$ cat src/rtl/alu_issue_stage_if.sv
// Bus interfaces for the ALU issue stage.
//   issue_in_if  : upstream fetch/regfile side (instruction, operands, flush)
//   issue_out_if : downstream ALU/EX side (operands, op code, control flags)
// In both interfaces the "master" modport is the side that drives the valid.

interface issue_in_if #(
  parameter int XLEN = 64
);
  logic            in_valid;
  logic            in_ready;
  logic [31:0]     instr;
  logic [XLEN-1:0] rs1_data;
  logic [XLEN-1:0] rs2_data;
  logic            flush;

  // Upstream: presents instructions and operands, observes in_ready.
  modport master (
    output in_valid, instr, rs1_data, rs2_data, flush,
    input  in_ready
  );

  // Issue stage: consumes instructions, produces in_ready.
  modport slave (
    input  in_valid, instr, rs1_data, rs2_data, flush,
    output in_ready
  );
endinterface

interface issue_out_if #(
  parameter int XLEN = 64,
  parameter int OPW  = 4
);
  logic            out_valid;
  logic            out_ready;
  logic [XLEN-1:0] A;
  logic [XLEN-1:0] B;
  logic [OPW-1:0]  OP;
  logic [4:0]      rd;
  logic            reg_write;
  logic            mem_rd;
  logic            mem_wr;
  logic            illegal;

  // Issue stage: drives the decoded entry toward the ALU.
  modport master (
    output out_valid, A, B, OP, rd, reg_write, mem_rd, mem_wr, illegal,
    input  out_ready
  );

  // ALU/EX consumer: accepts decoded entries.
  modport slave (
    input  out_valid, A, B, OP, rd, reg_write, mem_rd, mem_wr, illegal,
    output out_ready
  );
endinterface

$ cat src/rtl/alu_issue_stage.sv
// Decode/issue stage in front of the 64-bit ALU.
// Decodes OP-IMM, LOAD, STORE and OP instructions, sign-extends immediates,
// selects operand B and generates the ALU op code. Decoded entries are held in
// a main output register backed by one skid register (2-entry FIFO), so
// in_ready is a pure register output and full throughput is kept.
// Optional feature: define ALU_ISSUE_PERF_EN to add issue_cnt/stall_cnt
// performance counters as extra output ports.

module alu_issue_stage #(
  parameter int XLEN = 64,
  parameter int OPW  = 4
) (
  input  logic       clk,
  input  logic       rst_n,
  issue_in_if.slave  in_if,
  issue_out_if.master out_if
`ifdef ALU_ISSUE_PERF_EN
  ,
  output logic [31:0] issue_cnt,
  output logic [31:0] stall_cnt
`endif
);

  // ---------------------------------------------------------------------------
  // Encodings
  // ---------------------------------------------------------------------------
  localparam logic [6:0] OPC_OP_IMM = 7'b0010011;
  localparam logic [6:0] OPC_LOAD   = 7'b0000011;
  localparam logic [6:0] OPC_STORE  = 7'b0100011;
  localparam logic [6:0] OPC_OP     = 7'b0110011;

  localparam logic [2:0] F3_ADD = 3'b000;
  localparam logic [2:0] F3_SLT = 3'b010;
  localparam logic [2:0] F3_OR  = 3'b110;
  localparam logic [2:0] F3_AND = 3'b111;

  localparam logic [6:0] F7_BASE = 7'b0000000;
  localparam logic [6:0] F7_ALT  = 7'b0100000;

  localparam logic [OPW-1:0] ALU_AND = OPW'(4'b0000);
  localparam logic [OPW-1:0] ALU_OR  = OPW'(4'b0001);
  localparam logic [OPW-1:0] ALU_ADD = OPW'(4'b0010);
  localparam logic [OPW-1:0] ALU_SUB = OPW'(4'b0110);
  localparam logic [OPW-1:0] ALU_SLT = OPW'(4'b0111);

  // One decoded, issue-ready entry. Everything the ALU/EX side needs is
  // captured here at accept time, so later register-file changes cannot leak
  // into a held entry.
  typedef struct packed {
    logic [XLEN-1:0] a;
    logic [XLEN-1:0] b;
    logic [OPW-1:0]  op;
    logic [4:0]      rd;
    logic            reg_write;
    logic            mem_rd;
    logic            mem_wr;
    logic            illegal;
  } entry_t;

  // ---------------------------------------------------------------------------
  // Instruction fields
  // ---------------------------------------------------------------------------
  logic [6:0]      opcode;
  logic [2:0]      funct3;
  logic [6:0]      funct7;
  logic [XLEN-1:0] imm_i;
  logic [XLEN-1:0] imm_s;

  assign opcode = in_if.instr[6:0];
  assign funct3 = in_if.instr[14:12];
  assign funct7 = in_if.instr[31:25];

  // Bit 11 of the 12-bit immediate (instr[31]) is replicated up to XLEN-1.
  assign imm_i = {{(XLEN-12){in_if.instr[31]}}, in_if.instr[31:20]};
  assign imm_s = {{(XLEN-12){in_if.instr[31]}}, in_if.instr[31:25], in_if.instr[11:7]};

  // rs1 index is resolved by the register file upstream; only its data is used.
  logic unused_rs1_idx;
  assign unused_rs1_idx = &{1'b0, in_if.instr[19:15]};

  // ---------------------------------------------------------------------------
  // Decode
  // ---------------------------------------------------------------------------
  entry_t dec;

  // Combinational decode of the presented instruction into an entry.
  always_comb begin
    // NOTE: every field gets a default first, so no path through the case
    // statements can leave a value unassigned and infer a latch.
    dec           = '0;
    dec.a         = in_if.rs1_data;
    dec.b         = in_if.rs2_data;
    dec.op        = ALU_ADD;
    dec.rd        = in_if.instr[11:7];

    unique case (opcode)
      OPC_OP_IMM: begin
        dec.b         = imm_i;
        dec.reg_write = 1'b1;
        case (funct3)
          F3_ADD:  dec.op = ALU_ADD;
          F3_AND:  dec.op = ALU_AND;
          F3_OR:   dec.op = ALU_OR;
          F3_SLT:  dec.op = ALU_SLT;
          default: dec.illegal = 1'b1;
        endcase
      end
      OPC_LOAD: begin
        dec.b         = imm_i;
        dec.mem_rd    = 1'b1;
        dec.reg_write = 1'b1;
      end
      OPC_STORE: begin
        dec.b         = imm_s;
        dec.mem_wr    = 1'b1;
      end
      OPC_OP: begin
        dec.b         = in_if.rs2_data;
        dec.reg_write = 1'b1;
        if (funct7 != F7_BASE && funct7 != F7_ALT) begin
          dec.illegal = 1'b1;
        end
        case (funct3)
          F3_ADD:  dec.op = in_if.instr[30] ? ALU_SUB : ALU_ADD;
          F3_AND:  dec.op = ALU_AND;
          F3_OR:   dec.op = ALU_OR;
          F3_SLT:  dec.op = ALU_SLT;
          default: dec.illegal = 1'b1;
        endcase
      end
      default: dec.illegal = 1'b1;
    endcase

    // Illegal entries still flow down the pipe (so the trap is taken in
    // order) but must have no architectural side effects.
    if (dec.illegal) begin
      dec.op        = ALU_ADD;
      dec.reg_write = 1'b0;
      dec.mem_rd    = 1'b0;
      dec.mem_wr    = 1'b0;
    end
  end

  // ---------------------------------------------------------------------------
  // Main + skid buffer
  // ---------------------------------------------------------------------------
  entry_t main_q, main_d;
  entry_t skid_q, skid_d;
  logic   main_valid_q, main_valid_d;
  logic   skid_valid_q, skid_valid_d;

  logic accept;
  logic drain;

  // The stage can take one more entry as long as the skid slot is free.
  assign in_if.in_ready = !skid_valid_q;

  // flush wins over a simultaneous input: nothing is captured that cycle.
  assign accept = in_if.in_valid && !skid_valid_q && !in_if.flush;
  assign drain  = main_valid_q && out_if.out_ready;

  // Next-state for the two-entry FIFO (main is the head, skid the tail).
  always_comb begin
    main_d       = main_q;
    main_valid_d = main_valid_q;
    skid_d       = skid_q;
    skid_valid_d = skid_valid_q;

    if (in_if.flush) begin
      main_valid_d = 1'b0;
      skid_valid_d = 1'b0;
    end else if (!main_valid_q || drain) begin
      // Head slot is free (or frees this edge): refill from skid first to
      // keep FIFO order, otherwise load the new entry directly (no bubble).
      if (skid_valid_q) begin
        main_d       = skid_q;
        main_valid_d = 1'b1;
        skid_valid_d = 1'b0;
      end else if (accept) begin
        main_d       = dec;
        main_valid_d = 1'b1;
      end else begin
        main_valid_d = 1'b0;
      end
    end else if (accept) begin
      // Head is stalled: park the new entry in the skid slot.
      skid_d       = dec;
      skid_valid_d = 1'b1;
    end
  end

  // Buffer state registers.
  always_ff @(posedge clk or negedge rst_n) begin
    if (!rst_n) begin
      // NOTE: the entry payloads are reset too, not just the valid bits,
      // because A/B/OP/rd and the flags must read zero straight out of reset.
      main_q       <= '0;
      skid_q       <= '0;
      main_valid_q <= 1'b0;
      skid_valid_q <= 1'b0;
    end else begin
      // NOTE: non-blocking assignments, so every register samples the
      // pre-edge values and the block order does not matter.
      main_q       <= main_d;
      skid_q       <= skid_d;
      main_valid_q <= main_valid_d;
      skid_valid_q <= skid_valid_d;
    end
  end

  // Outputs come straight from the main register.
  assign out_if.out_valid = main_valid_q;
  assign out_if.A         = main_q.a;
  assign out_if.B         = main_q.b;
  assign out_if.OP        = main_q.op;
  assign out_if.rd        = main_q.rd;
  assign out_if.reg_write = main_q.reg_write;
  assign out_if.mem_rd    = main_q.mem_rd;
  assign out_if.mem_wr    = main_q.mem_wr;
  assign out_if.illegal   = main_q.illegal;

  // ---------------------------------------------------------------------------
  // Optional performance counters
  // ---------------------------------------------------------------------------
`ifdef ALU_ISSUE_PERF_EN
  logic [31:0] issue_cnt_q, issue_cnt_d;
  logic [31:0] stall_cnt_q, stall_cnt_d;

  // Counters wrap naturally at 2^32; flush does not clear them.
  always_comb begin
    issue_cnt_d = issue_cnt_q + 32'(drain);
    stall_cnt_d = stall_cnt_q + 32'(main_valid_q && !out_if.out_ready);
  end

  // Counter registers, cleared only by reset.
  always_ff @(posedge clk or negedge rst_n) begin
    if (!rst_n) begin
      issue_cnt_q <= '0;
      stall_cnt_q <= '0;
    end else begin
      issue_cnt_q <= issue_cnt_d;
      stall_cnt_q <= stall_cnt_d;
    end
  end

  assign issue_cnt = issue_cnt_q;
  assign stall_cnt = stall_cnt_q;
`endif

endmodule

$ cat src/flat_wrapper.sv
// flat-port wrapper written by rule: the top's interface ports become plain ports
module alu_issue_stage_flat 
#(
  parameter int XLEN = 64,
  parameter int OPW  = 4
)
  (clk, rst_n, in_if_in_valid, in_if_instr, in_if_rs1_data, in_if_rs2_data, in_if_flush, in_if_in_ready, out_if_out_valid, out_if_A, out_if_B, out_if_OP, out_if_rd, out_if_reg_write, out_if_mem_rd, out_if_mem_wr, out_if_illegal, out_if_out_ready);
  issue_in_if #(.XLEN(XLEN)) in_if_i ();
  issue_out_if #(.XLEN(XLEN), .OPW(OPW)) out_if_i ();
  input  logic clk;
  input  logic rst_n;
  input wire logic [$bits(in_if_i.in_valid)-1:0] in_if_in_valid;
  input wire logic [$bits(in_if_i.instr)-1:0] in_if_instr;
  input wire logic [$bits(in_if_i.rs1_data)-1:0] in_if_rs1_data;
  input wire logic [$bits(in_if_i.rs2_data)-1:0] in_if_rs2_data;
  input wire logic [$bits(in_if_i.flush)-1:0] in_if_flush;
  output wire logic [$bits(in_if_i.in_ready)-1:0] in_if_in_ready;
  output wire logic [$bits(out_if_i.out_valid)-1:0] out_if_out_valid;
  output wire logic [$bits(out_if_i.A)-1:0] out_if_A;
  output wire logic [$bits(out_if_i.B)-1:0] out_if_B;
  output wire logic [$bits(out_if_i.OP)-1:0] out_if_OP;
  output wire logic [$bits(out_if_i.rd)-1:0] out_if_rd;
  output wire logic [$bits(out_if_i.reg_write)-1:0] out_if_reg_write;
  output wire logic [$bits(out_if_i.mem_rd)-1:0] out_if_mem_rd;
  output wire logic [$bits(out_if_i.mem_wr)-1:0] out_if_mem_wr;
  output wire logic [$bits(out_if_i.illegal)-1:0] out_if_illegal;
  input wire logic [$bits(out_if_i.out_ready)-1:0] out_if_out_ready;
  assign in_if_i.in_valid = in_if_in_valid;
  assign in_if_i.instr = in_if_instr;
  assign in_if_i.rs1_data = in_if_rs1_data;
  assign in_if_i.rs2_data = in_if_rs2_data;
  assign in_if_i.flush = in_if_flush;
  assign in_if_in_ready = in_if_i.in_ready;
  assign out_if_out_valid = out_if_i.out_valid;
  assign out_if_A = out_if_i.A;
  assign out_if_B = out_if_i.B;
  assign out_if_OP = out_if_i.OP;
  assign out_if_rd = out_if_i.rd;
  assign out_if_reg_write = out_if_i.reg_write;
  assign out_if_mem_rd = out_if_i.mem_rd;
  assign out_if_mem_wr = out_if_i.mem_wr;
  assign out_if_illegal = out_if_i.illegal;
  assign out_if_i.out_ready = out_if_out_ready;
  alu_issue_stage #(.XLEN(XLEN), .OPW(OPW)) u_core (.clk(clk), .rst_n(rst_n), .in_if(in_if_i), .out_if(out_if_i));
endmodule
$ cat config.mk
export PLATFORM = sky130hd
export DESIGN_NAME = alu_issue_stage_flat
export DESIGN_NICKNAME = d
export VERILOG_FILES = /design/src/rtl/alu_issue_stage_if.sv /design/src/rtl/alu_issue_stage.sv /design/src/flat_wrapper.sv
export SDC_FILE = /design/constraint.sdc
export NUM_CORES = 1
export LEC_CHECK = 0
export CAP_MARGIN = 5
export CORE_UTILIZATION = 50
export CTS_BUF_LIST = sky130_fd_sc_hd__clkbuf_16
export CTS_CLUSTER_DIAMETER = 50
export CTS_CLUSTER_SIZE = 40
export DETAILED_ROUTE_END_ITERATION = 8
export DONT_BUFFER_PORTS = 1
export SYNTH_ARGS = -nofsm -noshare
export SYNTH_HDL_FRONTEND = slang
export SYNTH_SLANG_ARGS = --single-unit
$ cat constraint.sdc
create_clock -name clk -period 2.15 [get_ports clk]
set_input_delay 0.1075 -clock clk [delete_from_list [all_inputs] [get_ports clk]]
set_output_delay 0.1075 -clock clk [all_outputs]
set_load 0.02 [all_outputs]
[Yosys cells after proc, flatten, opt, wreduce, memory -nomap -nowiden]
Index checks and enable logic that the tools add are counted.
Widths: inputs -> output; s select.
Word-level totals
  bits in registers: 284
  latch bits: 0
  memory bits (writable): 0
  memory bits (read-only): 0
  word-level logic and storage cells: 70
  memories kept: 0
Cells by class
  $add $sub $neg: 0
  multiply operators: 0
  divide/modulo/power cells: 0
  order comparisons: 0
  equal/unequal tests: 8
  shift-type cells: 0
  mux-type cells: 23
  bitwise operators: 2
  reduce and logical (&&, ||, !) cells: 19
Operator list (number)
  $mux 141: 2
  $pmux 64 s2: 1
  $pmux 4 s4: 1
  $eq 7x6->1 const B: 2
  $mux 1: 13
  $pmux 3 s3: 1
  $pmux 4 s2: 1
  $eq 7x2->1 const B: 1
  $eq 7x5->1 const B: 1
  $ne 7x6->1 const B: 1
  $reduce_bool 7->1: 1
  $eq 3x3->1 const B: 2
  $mux 3: 2
  $reduce_and 3->1: 2
  $logic_and 1x1->1: 4
  $mux 4: 1
  $reduce_bool 2->1: 2
  $reduce_or 2->1: 2
  $reduce_or 4->1: 1
  $eq 3x2->1 const B: 1
  $logic_not 1->1: 3
  $logic_not 3->1: 1
  $pmux 1 s3: 1
  $reduce_bool 3->1: 1
  other kinds (3): 4

[Depth between registers and ports, before layout]
Gate-level depths: netlist of run 1.
  depth after elaboration: 8
  gate-level depth with buffers: 8
  gate-level depth less buffers: 4

[Worst setup path after synthesis of run 1]
No wires, ideal clock.
  path kind: register to register
  from: reg u_core.main_valid_q, in the netlist u_core.out_if.out_valid
  to: reg u_core.skid_q[24] in the netlist's numbering
  arrival: 1.640 ns
  required time: 2.029 ns
  slack: 0.389 ns
  cell stages (with the launch flop): 8
  clock period less this slack: 1.761 ns
  path through: dfrtp_1 nand2b_1 buf_2 or3_1 buf_2 a31oi_4 buf_6 a21oi_1
On the way
  word-level cells in the longest chain between the ends: 4
  elaborated cells on any way between the ends: 5
RTL lines
  start: declaration: RTL line alu_issue_stage.sv:149  | logic main_valid_q, main_valid_d;
  start signal: assignment: RTL line alu_issue_stage.sv:206  | main_valid_q <= main_valid_d;
  $logic_not 1->1 / $logic_and 1x1->1 (equally long branches): RTL line alu_issue_stage.sv:172, alu_issue_stage.sv:160
  $logic_or 1x1->1 *: RTL line alu_issue_stage.sv:172  | end else if (!main_valid_q || drain) begin
  $not 1->1 (no line) *
  $reduce_and 3->1 (no line) *
  end signal: assignment: RTL line alu_issue_stage.sv:205  | skid_q <= skid_d;
  end: declaration: RTL line alu_issue_stage.sv:148  | entry_t skid_q, skid_d;
Mark *: on every way between the ends. The rest lies on a longest branch, timed or not.
A chain may end at the register's enable or synchronous reset.

[Final worst setup path of run 1]
  from: in in_if_instr[5]
  to: reg u_core.main_q, in the netlist u_core.out_if.OP[2]
On the way
  word-level cells in the longest chain between the ends: 6
  elaborated cells on any way between the ends: 10
RTL lines
  start: declaration: RTL line flat_wrapper.sv:13  | input wire logic [$bits(in_if_i.instr)-1:0] in_if_instr;
  $eq 7x2->1 / $eq 7x6->1 (equally long branches): RTL line alu_issue_stage.sv:96  | unique case (opcode)
  $reduce_or 2->1 (no line)
  $pmux 1 s3: RTL line alu_issue_stage.sv:96
  $mux 4 *: RTL line alu_issue_stage.sv:136  | if (dec.illegal) begin
  $mux 141 *: RTL line alu_issue_stage.sv:179  | end else if (accept) begin
  $mux 141 *: RTL line alu_issue_stage.sv:175  | if (skid_valid_q) begin
  end signal: assignment: RTL line alu_issue_stage.sv:204  | main_q <= main_d;
  end: declaration: RTL line alu_issue_stage.sv:147  | entry_t main_q, main_d;
Mark *: on every way between the ends. The rest lies on a longest branch, timed or not. The select of a mux whose other input is x is not followed.

==> results of run 1 <==
==> final timing paths <==
check	start	endpoint	slack, ps	cells after the start
max	in_if_instr[5]	u_core.out_if.OP[2]	130	6
min	rst_n	u_core.skid_q[84]	-690	0
max reg2reg	u_core.skid_valid_q	u_core.out_if.B[0]	240	4
min reg2reg	u_core.skid_q[78]	u_core.skid_q[78]	470	2
max in group asynchronous	rst_n	u_core.out_if.B[37]	2400	0
min in group clk	in_if_instr[11]	u_core.skid_q[17]	20	3
==> metrics by stage <==
| stage | std cells | worst slack, ps | utilization (%) | instance area (µm²) |
|---|---|---|---|---|
| 3_5_place_dp | 1583 | 245 | 52.2 | 12700 |
| 4_1_cts | 1797 | 165 | 63.2 | 15400 |
| 5_1_grt | 1800 | 33.5 | 63.2 | 15400 |
| 3_3_place_gp | 1583 | 293 | 52.2 | 12700 |
| 2_1_floorplan | 1340 | 389 | - | 12400 |
| 6_report | 1800 | 127 | 63.2 | 15400 |
==> registers in the layout, indices dropped and copies added (netlist names) <==
signal                   cells
u_core.out_if.A             64
u_core.out_if.rd             5
u_core.skid_valid_q          1
u_core.out_if.mem_rd         1
u_core.out_if.OP             3
u_core.out_if.mem_wr         1
u_core.out_if.out_valid      1
u_core.out_if.reg_write      1
u_core.out_if.illegal        1
u_core.out_if.B             64
u_core.skid_q              140
==> cell usage after synthesis, types with 2 or more instances <==
| cell type | n | share of area (%) |
|---|---|---|
| o41ai_2 | 3 | 0.39 |
| a21boi_0 | 3 | 0.18 |
| dfrtp_1 | 282 | 57 |
| nand4_1 | 7 | 0.35 |
| a21oi_1 | 173 | 7.0 |
| nand3_1 | 12 | 0.48 |
| mux2i_1 | 75 | 6.0 |
| or2_2 | 3 | 0.15 |
| nand2b_1 | 4 | 0.20 |
| or3_1 | 4 | 0.20 |
| o21ai_0 | 81 | 3.3 |
| buf_6 | 5 | 0.45 |
| a2111o_1 | 2 | 0.18 |
| inv_1 | 7 | 0.21 |
| o41ai_1 | 3 | 0.21 |
| clkbuf_1 | 53 | 1.6 |
| buf_2 | 41 | 1.6 |
| buf_1 | 7 | 0.21 |
| nor4_1 | 2 | 0.10 |
| o211ai_1 | 9 | 0.54 |
| nor2_1 | 64 | 1.9 |
| or4_1 | 4 | 0.24 |
| o22ai_1 | 3 | 0.15 |
| o32ai_1 | 2 | 0.14 |
| nand2_1 | 412 | 12 |
| o31ai_1 | 59 | 3.6 |
| nor3_1 | 5 | 0.20 |
| o211a_1 | 2 | 0.16 |
==> critical path: cells and delay by family <==
family	cells	cell delay, ps
compound gates	2	180
simple gates	1	120
buf+inv	3	2010
==> logic make-up after synthesis <==
kind of cell / Yosys count
compound gates: 346
other cells: 1
mux: 75
simple gates: 522
buf+inv: 114
flops: 282
==> metal layers <==
metal | track usage [%] | vias to the layer above | share of wire, %
met3 | 7.45 | 60 | 8.3
met2 | 40.7 | 342 | 47
met5 | 0 | - | 0
li1 | - | 4774 | -
met4 | 8.92 | 0 | 2.3
met1 | 34.9 | 4829 | 43
==> power breakdown <==
group / switching (mW) / internal, mW
registers: 1.21 / 6.34
logic: 0.886 / 0.807
clock network: 2.27 / 3.49
==> cell type report <==
type / instances / area share, %
antenna: 3 / 0.0487
sequential: 282 / 45.8
inverter: 7 / 0.170
timing repair buffer: 179 / 12.2
multi-input combinational: 944 / 31.8
clock buffer: 37 / 6.00
tap: 324 / 2.63
clock inverter: 24 / 1.40
==> results.md, run 1 <==
* H-tree Lvls at 2
* Count of final setup violators at 0
* Yosys warns at 0
* Power Dens Cells at 973 mW/mm²
* Max-slew violation count at 0
* Clock Tree Buf Depth at 3
* Die area at 0.0255 mm²
* Num ports at 308
* CTS Sinks at 282
* Fillers at just over 2k
* Most used DFF post-synth: dfrtp_1
* Fin Setup TNS at 0 ps
* Outcome: finished with violations
* Xor/xnor cell area share of the yosys netlist at 0%
* Core Rows at 57
* Max_cap viols at 0
* Seq cells post-synth at 282
* Synth cell types at 41
* Clk_skew at 15.9 ps
* RSZ-0062 raised after global routing: false
* Arr. time, crit path at 2410 ps
* Hold Crit Class: in2async
* Minimum clock period at 2020 ps
* Synth Area in Compound Gates at 16.4%
* Post-DRT Antenna Nets at 0
* Worst vdd ir at around 0.00061 V
* Cells after Synth at 1340
* Critical path type: in2reg
* Total number of vias at between 10k and 15k
* Register area share after synthesis at 56.7%
* Placer Congestion at 0.795
* Die height at 160 µm
* Fmax at ~0.5 GHz
* I/O Buffers at 0
* Post-Route WL at 33.0 mm
* Clock Latency Late Sink at 510 ps
* DR WL/cell at 18.3 µm
* Area delta synth->final at 23.9%
* CTS tree: done
* Worst slew pin tran at 675 ps
* Largest net degree at the start of global routing at between 200 and 300
* Crit path top cell by count: dlygate4sd3_1
* Syn Nets at between 1.5k and 2k
* CTS Buf Count at 34
* Layout cells sized above 1 at 6.65%
* Setup crit start kind: primary input
* Final nets at 1613
* Final Cycle Share at 94.1%
* Setup crit end kind: flip-flop
* Multi-input combinational cell area at just under 0.005 mm²
* GRT Overall Usage at 26.0%
* Vias in the first global route at 9876
* Synth async-reset ratio at between 90% and 100%
* Mux share of post-synthesis cell area at 6.03%
* Commonest non-fill, non-tap cell in the layout: nand2_1
* Main combinational cell family by area after synthesis: simple AND/OR/NAND/NOR gates
* First-pass GRT wire length at 53.8 mm
* # Post-CTS Setup Buffers at 0
* Pre-antenna DRT Iters at 5
* GRT overflow at 0
* Slew HR at about 55%
* Reg clk slew, reported paths at 60 ps
* Simple-gate share of the synthesized area at around 17%
* EDFF count, synth at 0
* Vias/cell at 5.56
* Crit path max-delay cell type: dlygate4sd3_1
* Final hold slack at -689 ps
* HPWL after DPL at between 15 and 20 mm
* Die X at between 150 and 200 µm
* Most frequent cells in the layout: nand2_1, dfrtp_1, a21oi_1
* Synthesized area at ~0.012 mm²
* Crit-path cells: dlygate4sd3_1 > o31ai_4 > dlygate4sd3_1 > nand4_1 > dlygate4sd3_1 > a21oi_1
* Remaining DRCs at 0
* Starting density of the core at 51.0%
* Root buffer cell: clkbuf_16
* Power, Total at between 10 and 15 mW
* Required time worst endpoint at 2540 ps
* Post-CTS Resized at 0
* Adder-cell share of the synthesized area at 0%
* Initial antenna violation count at 3
* CORE AREA at 0.0244 mm²
* Crit Path Max Fanout at 9
* P_leak at around 7 nW
* Failing checks: hold timing
* CTS Hold Buffers Added at around 150
* Initial DRC count at 843
* Reg area at 0.00706 mm²
* Final hold vios at between 200 and 300
* Max incr delay on CP at 810 ps
* Avg Inst Size Synth at 9.29 µm²
Note: power is estimated with default switching activity, not from simulation.
==> run 2, diff against run 1 <==
--- a/config.mk
+++ b/config.mk
@@ -5,6 +5,7 @@
 export SDC_FILE = /design/constraint.sdc
 export NUM_CORES = 1
 export LEC_CHECK = 0
+export ABC_AREA = 1
 export CAP_MARGIN = 5
 export CORE_UTILIZATION = 50
 export CTS_BUF_LIST = sky130_fd_sc_hd__clkbuf_16
==> results.md, run 2 <==
* Outcome: finished with violations
* Failing checks: hold timing
* CTS Sinks at 282 (unchanged)
* Synthesized area at 0.0128 mm² (+2.5%)
* H-tree Lvls at 2 (unchanged)
* Hold Crit Class: in2async
* Setup ws final at 132 ps (+4.59 ps)
* Count leader, synth: nand2_1
* Setup crit start kind: flip-flop
* Top cells by area, synth: dfrtp_1, nand2_1, o21ai_0, nand3_1, inv_1
* Fillers at 2168 (+7.1%)
* Core Rows at 58 (+1.8%)
* Minimum clock period at 2020 ps (-4.59 ps)
* Commonest non-fill, non-tap cell in the layout: nand2_1
* Worst vdd ir at 0.000765 V (+25%)
* Fmax at 0.495 GHz (+0.23%)
* Count of final setup violators at 0 (unchanged)
* Fin Setup TNS at 0 ps (unchanged)
* Multi-input combinational cell area at 0.00467 mm² (-4.8%)
* Internal Power at 10.4 mW (-2.1%)
* Biggest register: u_core.skid_q
* Avg Inst Size Synth at 8.19 µm² (-12%)
* Num ports at 308 (unchanged)
* Die area at 0.0262 mm² (+2.5%)
* Yosys warns at 0 (unchanged)
* Synth async-reset ratio at 100% (unchanged)
* Placement Cell Area at 0.0129 mm² (+1.1%)
* Reg area at 0.00706 mm² (about the same)
* Sw Ratio at 30.1% (+0.94 points)
* Reg clk slew, reported paths at 60 ps (about the same)
* Die height at 162 µm (+1.2%)
* Crit path from: u_core.skid_valid_q
* EDFF count, synth at 0 (unchanged)
* Placed Cells at 1796 (+13%)
* P_leak at 7.83 nW (+11%)
* Worst slew pin tran at 1070 ps (+398 ps)
* Combinational Power Share at 11.8% (+0.5 points)
* Area delta synth->final at 22.3%
* CTS Buf Count at 34 (unchanged)
* Final nets at 1830 (+13%)
* Clock share of power at 37.2% (-1.2 points)
* Most frequent cells in the layout: nand2_1, dfrtp_1, o21ai_0
* Pre-CTS setup slack at 390 ps (+145 ps)
* Total number of vias at 10.5k (+5.3%)
* Vias in the first global route at 10.0k (+1.7%)
* Initial antenna violation count at 1 (-2)
* Final Cycle Share at 93.9% (-0.21 points)
* GRT Overall Usage at 24.2% (-1.8 points)
* Syn Nets at 1722 (+14%)
* Post-Route WL at 31.9 mm (-3.5%)
* Register area share after synthesis at 55.3% (-1.4 points)
* Max incr delay on CP at 570 ps (-240 ps)
* Largest net degree at the start of global routing at 283 (unchanged)
* Starting density of the core at 50.8% (-0.22 points)
* Final hold vios at 282 (unchanged)
* Arr. time, crit path at 2460 ps (+50 ps)
* Sequential group share of total power at 51.1% (+0.8 points)
* Critical path type: reg2reg
* Post-synth top cells: nand2_1, dfrtp_1, o21ai_0
* Crit Path Max Fanout at 18 (+9)
* Required time worst endpoint at 2590 ps (+50 ps)
* Pre-antenna DRT Iters at 6 (+1)
* GRT overflow at 0 (unchanged)
* Synth cell types at 28 (-32%)
* Leading area contributor after synthesis: dfrtp_1
* Vias/cell at 5.22 (-6.1%)
* Setup crit end kind: flip-flop
* Cells after Synth at 1557 (+16%)
* Psw at 4.47 mW (+2.4%)
* HPWL after DPL at 18.3 mm (-1.3%)
* Crit-path cells: nor2_1 > nand3_4 > inv_6 > buf_4 > nand3_1 > dlygate4sd3_1 > nand2_1
* Max-slew violation count at 0 (unchanged)
* Power, Total at 14.9 mW (-0.82%)
* Placer Congestion at 0.779 (-2.0%)
* Slew HR at 28.4% (-27 points)
* FF-to-FF Start: u_core.skid_valid_q
* CORE AREA at 0.0251 mm² (+2.9%)
* Clock Latency Late Sink at 500 ps (about the same)
* Post-DRT Antenna Nets at 0 (unchanged)
* Clk_skew at 11.7 ps (-4.19 ps)
* Root buffer cell: clkbuf_16
* Initial DRC count at 905 (+7.4%)
* First-pass GRT wire length at 51.4 mm (-4.4%)
* Final core occ at 62.2% (-1.1 points)
* DR WL/cell at 15.8 µm (-14%)
* Remaining DRCs at 0 (unchanged)
* Seq cells post-synth at 282 (unchanged)
* I/O Buffers at 0 (unchanged)
* Crit path max-delay cell type: dlygate4sd3_1
* Top cell type's share of synthesized area at 55.3% (-1.4 points)
* CTS tree: done
* Die X at 162 µm (+1.2%)
* Power Dens Cells at 953 mW/mm² (-2.0%)
* Most used DFF post-synth: dfrtp_1
* RSZ-0062 raised after global routing: false
* Final hold slack at -701 ps (-12.1 ps)
* Clock Tree Buf Depth at 3 (unchanged)
* Flip-flop count of the largest register after layout at 140 (unchanged)
* Fin area at 0.0156 mm² (+1.2%)
* Final Non-Filler Cells at 2019 (+12%)
* Max_cap viols at 0 (unchanged)
* Layout cells sized above 1 at 5.57% (-1.1 points)
run 2: cell types whose count changed after synthesis, sizes merged, moves of 12 or more:
cell | before | now
a31oi | 1 | 28
clkbuf | 53 | 36
nand3 | 13 | 110
o21ai | 81 | 313
buf | 54 | 77
inv | 7 | 121
mux2i | 75 | 0
nand2 | 412 | 462
nor2 | 64 | 76
o31ai | 60 | 0
a21oi | 173 | 41
run 2: final timing paths:
check / endpoint / slack (ps) / cells after the start
max: u_core.skid_q[20] / 130 / 7
min: u_core.out_if.A[52] / -700 / 0
max reg2reg: u_core.skid_q[20] / 130 / 7
min reg2reg: u_core.skid_q[5] / 480 / 2
max in group asynchronous: u_core.skid_valid_q / 1950 / 0
min in group clk: u_core.skid_q[35] / 40 / 4
run 2: worst max-delay path, delay by kind of cell (launching register included):
| kind | cells | cell delay, ps |
|---|---|---|
| buffers and inverters | 3 | 1000 |
| AND/OR/NAND/NOR | 4 | 520 |
| flip-flops | 1 | 440 |
run 2: layout make-up:
| cell class | count | share of cell area, % |
|---|---|---|
| Tap cell | 330 | 2.65 |
| Sequential cell | 282 | 45.2 |
| Inverter | 121 | 2.99 |
| Timing Repair Buffer | 185 | 12.2 |
| Clock buffer | 37 | 5.93 |
| Multi-Input combinational cell | 1041 | 29.9 |
| Antenna cell | 1 | 0.0160 |
| Clock inverter | 22 | 1.06 |
run 2: power groups by stage:
| stage | Sequential, mW | Combinational, mW | Clock [mW] |
|---|---|---|---|
| 2_1_floorplan | 7.46 | 1.26 | 0 |
| 3_3_place_gp | 7.65 | 1.44 | 0 |
| 3_5_place_dp | 7.68 | 1.50 | 0 |
| 4_1_cts | 7.59 | 1.75 | 5.66 |
| 5_1_grt | 7.72 | 2.06 | 5.90 |
| 6_report | 7.60 | 1.75 | 5.53 |
run 2: logic make-up after synthesis:
| family | count (synthesis) | synth area share [%] |
|---|---|---|
| AOI/OAI and AO/OA | 387 | 15.6 |
| buffers and inverters | 234 | 8.29 |
| DFF | 282 | 55.3 |
| other | 1 | 0.0294 |
| and+or+nand+nor | 653 | 20.7 |
run 2: repair_timing:
action	CTS	global route
hold endpoints to repair	563	283
hold buffers	162	1
resized for setup	0	3
buffers inserted	0	0
setup endpoints to repair	0	3
run 2: layer usage:
metal | routed length [µm] | up-vias | track usage [%] | share of wire [%]
li1 | - | 5253 | - | -
met1 | 13900 | 4888 | 32.0 | 44
met2 | 14300 | 336 | 37.5 | 45
met3 | 2870 | 57 | 8.20 | 9.0
met4 | 803 | 0 | 7.68 | 2.5
met5 | 0 | - | 0 | 0
==> run 3, diff against run 2 <==
--- a/config.mk
+++ b/config.mk
@@ -13,6 +13,7 @@
 export CTS_CLUSTER_SIZE = 40
 export DETAILED_ROUTE_END_ITERATION = 8
 export DONT_BUFFER_PORTS = 1
+export PLACE_DENSITY = 0.76
 export SYNTH_ARGS = -nofsm -noshare
 export SYNTH_HDL_FRONTEND = slang
 export SYNTH_SLANG_ARGS = --single-unit
==> results.md, run 3 (same netlist as run 2, synthesis figures left out) <==
* Final nets at 1818 (-0.66%)
* H-tree Lvls at 1 (-1)
* Combinational Power Share at 12.2% (+0.4 points)
* Setup crit start kind: flip-flop
* Most frequent cells in the layout: nand2_1, dfrtp_1, o21ai_0
* Max incr delay on CP at 600 ps (+30 ps)
* Critical path type: reg2reg
* Root buffer cell: clkbuf_16
* Sequential group share of total power at 51.8% (+0.7 points)
* Required time worst endpoint at 2570 ps (-20 ps)
* GRT overflow at 0 (unchanged)
* Vias in the first global route at 10.7k (+6.4%)
* RSZ-0062 raised after global routing: false
* CTS Buf Count at 31 (-8.8%)
* Final hold slack at -759 ps (-57.4 ps)
* Worst slew pin tran at 907 ps (-166 ps)
* Minimum clock period at 1900 ps (-116 ps)
* Internal Power at 10.1 mW (-2.8%)
* CTS Hold Buffers Added at 158 (-2.5%)
* Number of inserted diodes at 0 (-1)
* Initial antenna violation count at 0 (-1)
* Initial DRC count at 1193 (+32%)
* Total number of vias at 11.2k (+6.1%)
* Vias/cell at 5.57 (+6.7%)
* I/O Buffers at 0 (unchanged)
* Outcome: finished with violations
* GRT Overall Usage at 25.0% (+0.78 points)
* Clock Tree Buf Depth at 3 (unchanged)
* Die height at 162 µm (unchanged)
* Hold Crit Class: in2async
* # Post-CTS Setup Buffers at 0 (unchanged)
* Clk_skew at 20.0 ps (+8.30 ps)
* Final Cycle Share at 88.5% (-5.4 points)
* Count of final setup violators at 0 (unchanged)
* DR WL/cell at 16.5 µm (+4.6%)
* Crit path buffers/inverters at 3 (unchanged)
* Crit path max-delay cell type: dlygate4sd3_1
* P_leak at 7.78 nW (-0.62%)
* Core Rows at 58 (unchanged)
* Setup crit end kind: flip-flop
* Power Dens Cells at 951 mW/mm² (-0.21%)
* Crit-path leading delay family: buffers and inverters
* Arr. time, crit path at 2320 ps (-140 ps)
* Post-CTS Resized at 0 (unchanged)
* Slew HR at 39.5% (+11 points)
* CTS Sinks at 282 (unchanged)
* Psw at 4.61 mW (+3.1%)
* Crit-path cells: inv_6 > buf_12 > a21oi_1 > dlygate4sd3_1
* Pre-antenna DRT Iters at 6 (unchanged)
* Num ports at 308 (unchanged)
* HPWL after DPL at 18.5 mm (+1.3%)
* Area delta synth->final at 21.3%
* First-pass GRT wire length at 53.6 mm (+4.4%)
* Clock share of power at 36.1% (-1.1 points)
* Placer Congestion at 0.809 (+3.8%)
* Crit Path Max Fanout at 207 (+189)
* CTS tree: done
* Fmax at 0.526 GHz (+6.1%)
* Largest net degree at the start of global routing at 283 (unchanged)
* Clock Latency Late Sink at 550 ps (+50 ps)
* Die X at 162 µm (unchanged)
* Final hold vios at 282 (unchanged)
* Reg clk slew, reported paths at 70 ps (about the same)
* Crit path depth at 4 (-3)
* Fin Setup TNS at 0 ps (unchanged)
* CORE AREA at 0.0251 mm² (unchanged)
* Failing checks: hold timing
* Max-slew violation count at 0 (unchanged)
* R2R depth at 4 (-3)
* Commonest non-fill, non-tap cell in the layout: nand2_1
* Post-Route WL at 33.1 mm (+4.0%)
* Layout cells sized above 1 at 5.07% (-0.50 points)
* Flip-flop count of the largest register after layout at 140 (unchanged)
* Die area at 0.0262 mm² (unchanged)
* Remaining DRCs at 0 (unchanged)
* Sw Ratio at 31.3% (+1.3 points)
* Biggest register: u_core.skid_q
* Max_cap viols at 0 (unchanged)
* Worst vdd ir at 0.000678 V (-11%)
* Starting density of the core at 50.8% (unchanged)
* Post-DRT Antenna Nets at 0 (unchanged)
==> run 3: power groups by stage <==
stage	Sequential, mW	Clock, mW	Combinational (mW)
2_1_floorplan	7.46	0	1.26
3_3_place_gp	7.64	0	1.43
3_5_place_dp	7.68	0	1.52
4_1_cts	7.59	5.42	1.77
5_1_grt	7.73	5.63	2.09
6_report	7.62	5.31	1.79
==> run 3: path summary, 6_finish.rpt <==
| kind | start | to | slack, ps |
|---|---|---|---|
| worst max-delay path | u_core.skid_valid_q | u_core.skid_valid_q | 250 |
| max in group asynchronous | rst_n | u_core.out_if.A[55] | 2150 |
| worst min register to register | u_core.skid_q[140] | u_core.skid_q[140] | 480 |
| min in group clk | in_if_instr[31] | u_core.out_if.B[31] | 10 |
| worst max register to register | u_core.skid_valid_q | u_core.skid_valid_q | 250 |
| worst min-delay path | rst_n | u_core.out_if.B[37] | -760 |
==> run 3: area by class of cell <==
| class | count | area, µm² |
|---|---|---|
| fill | 2036 | 9630 |
| sequential | 282 | 7060 |
| multi-input combinational | 1041 | 4660 |
| clock buffer | 31 | 776 |
| inverter | 121 | 463 |
| tap | 330 | 413 |
| clock inverter | 26 | 264 |
| timing repair buffer | 176 | 1840 |
==> run 3: metrics by stage <==
step	cell area, µm²	power (mW)	std cells	setup WS [ps]	util [%]
after floorplan	12800	8.72	1557	719	-
after global routing	15500	15.4	2007	65.2	61.6
after CTS	15500	14.8	2007	156	61.6
after global placement	12900	9.08	1792	382	51.2
after detailed placement	12900	9.20	1792	349	51.2
final	15500	14.7	2007	248	61.6
==> run 3: layer usage <==
layer,track usage (%),up-vias,share of wire [%]
li1,-,5226,-
met1,32.0,5266,39
met2,40.0,560,48
met3,6.33,120,8.6
met4,11.5,0,4.4
met5,0,-,0
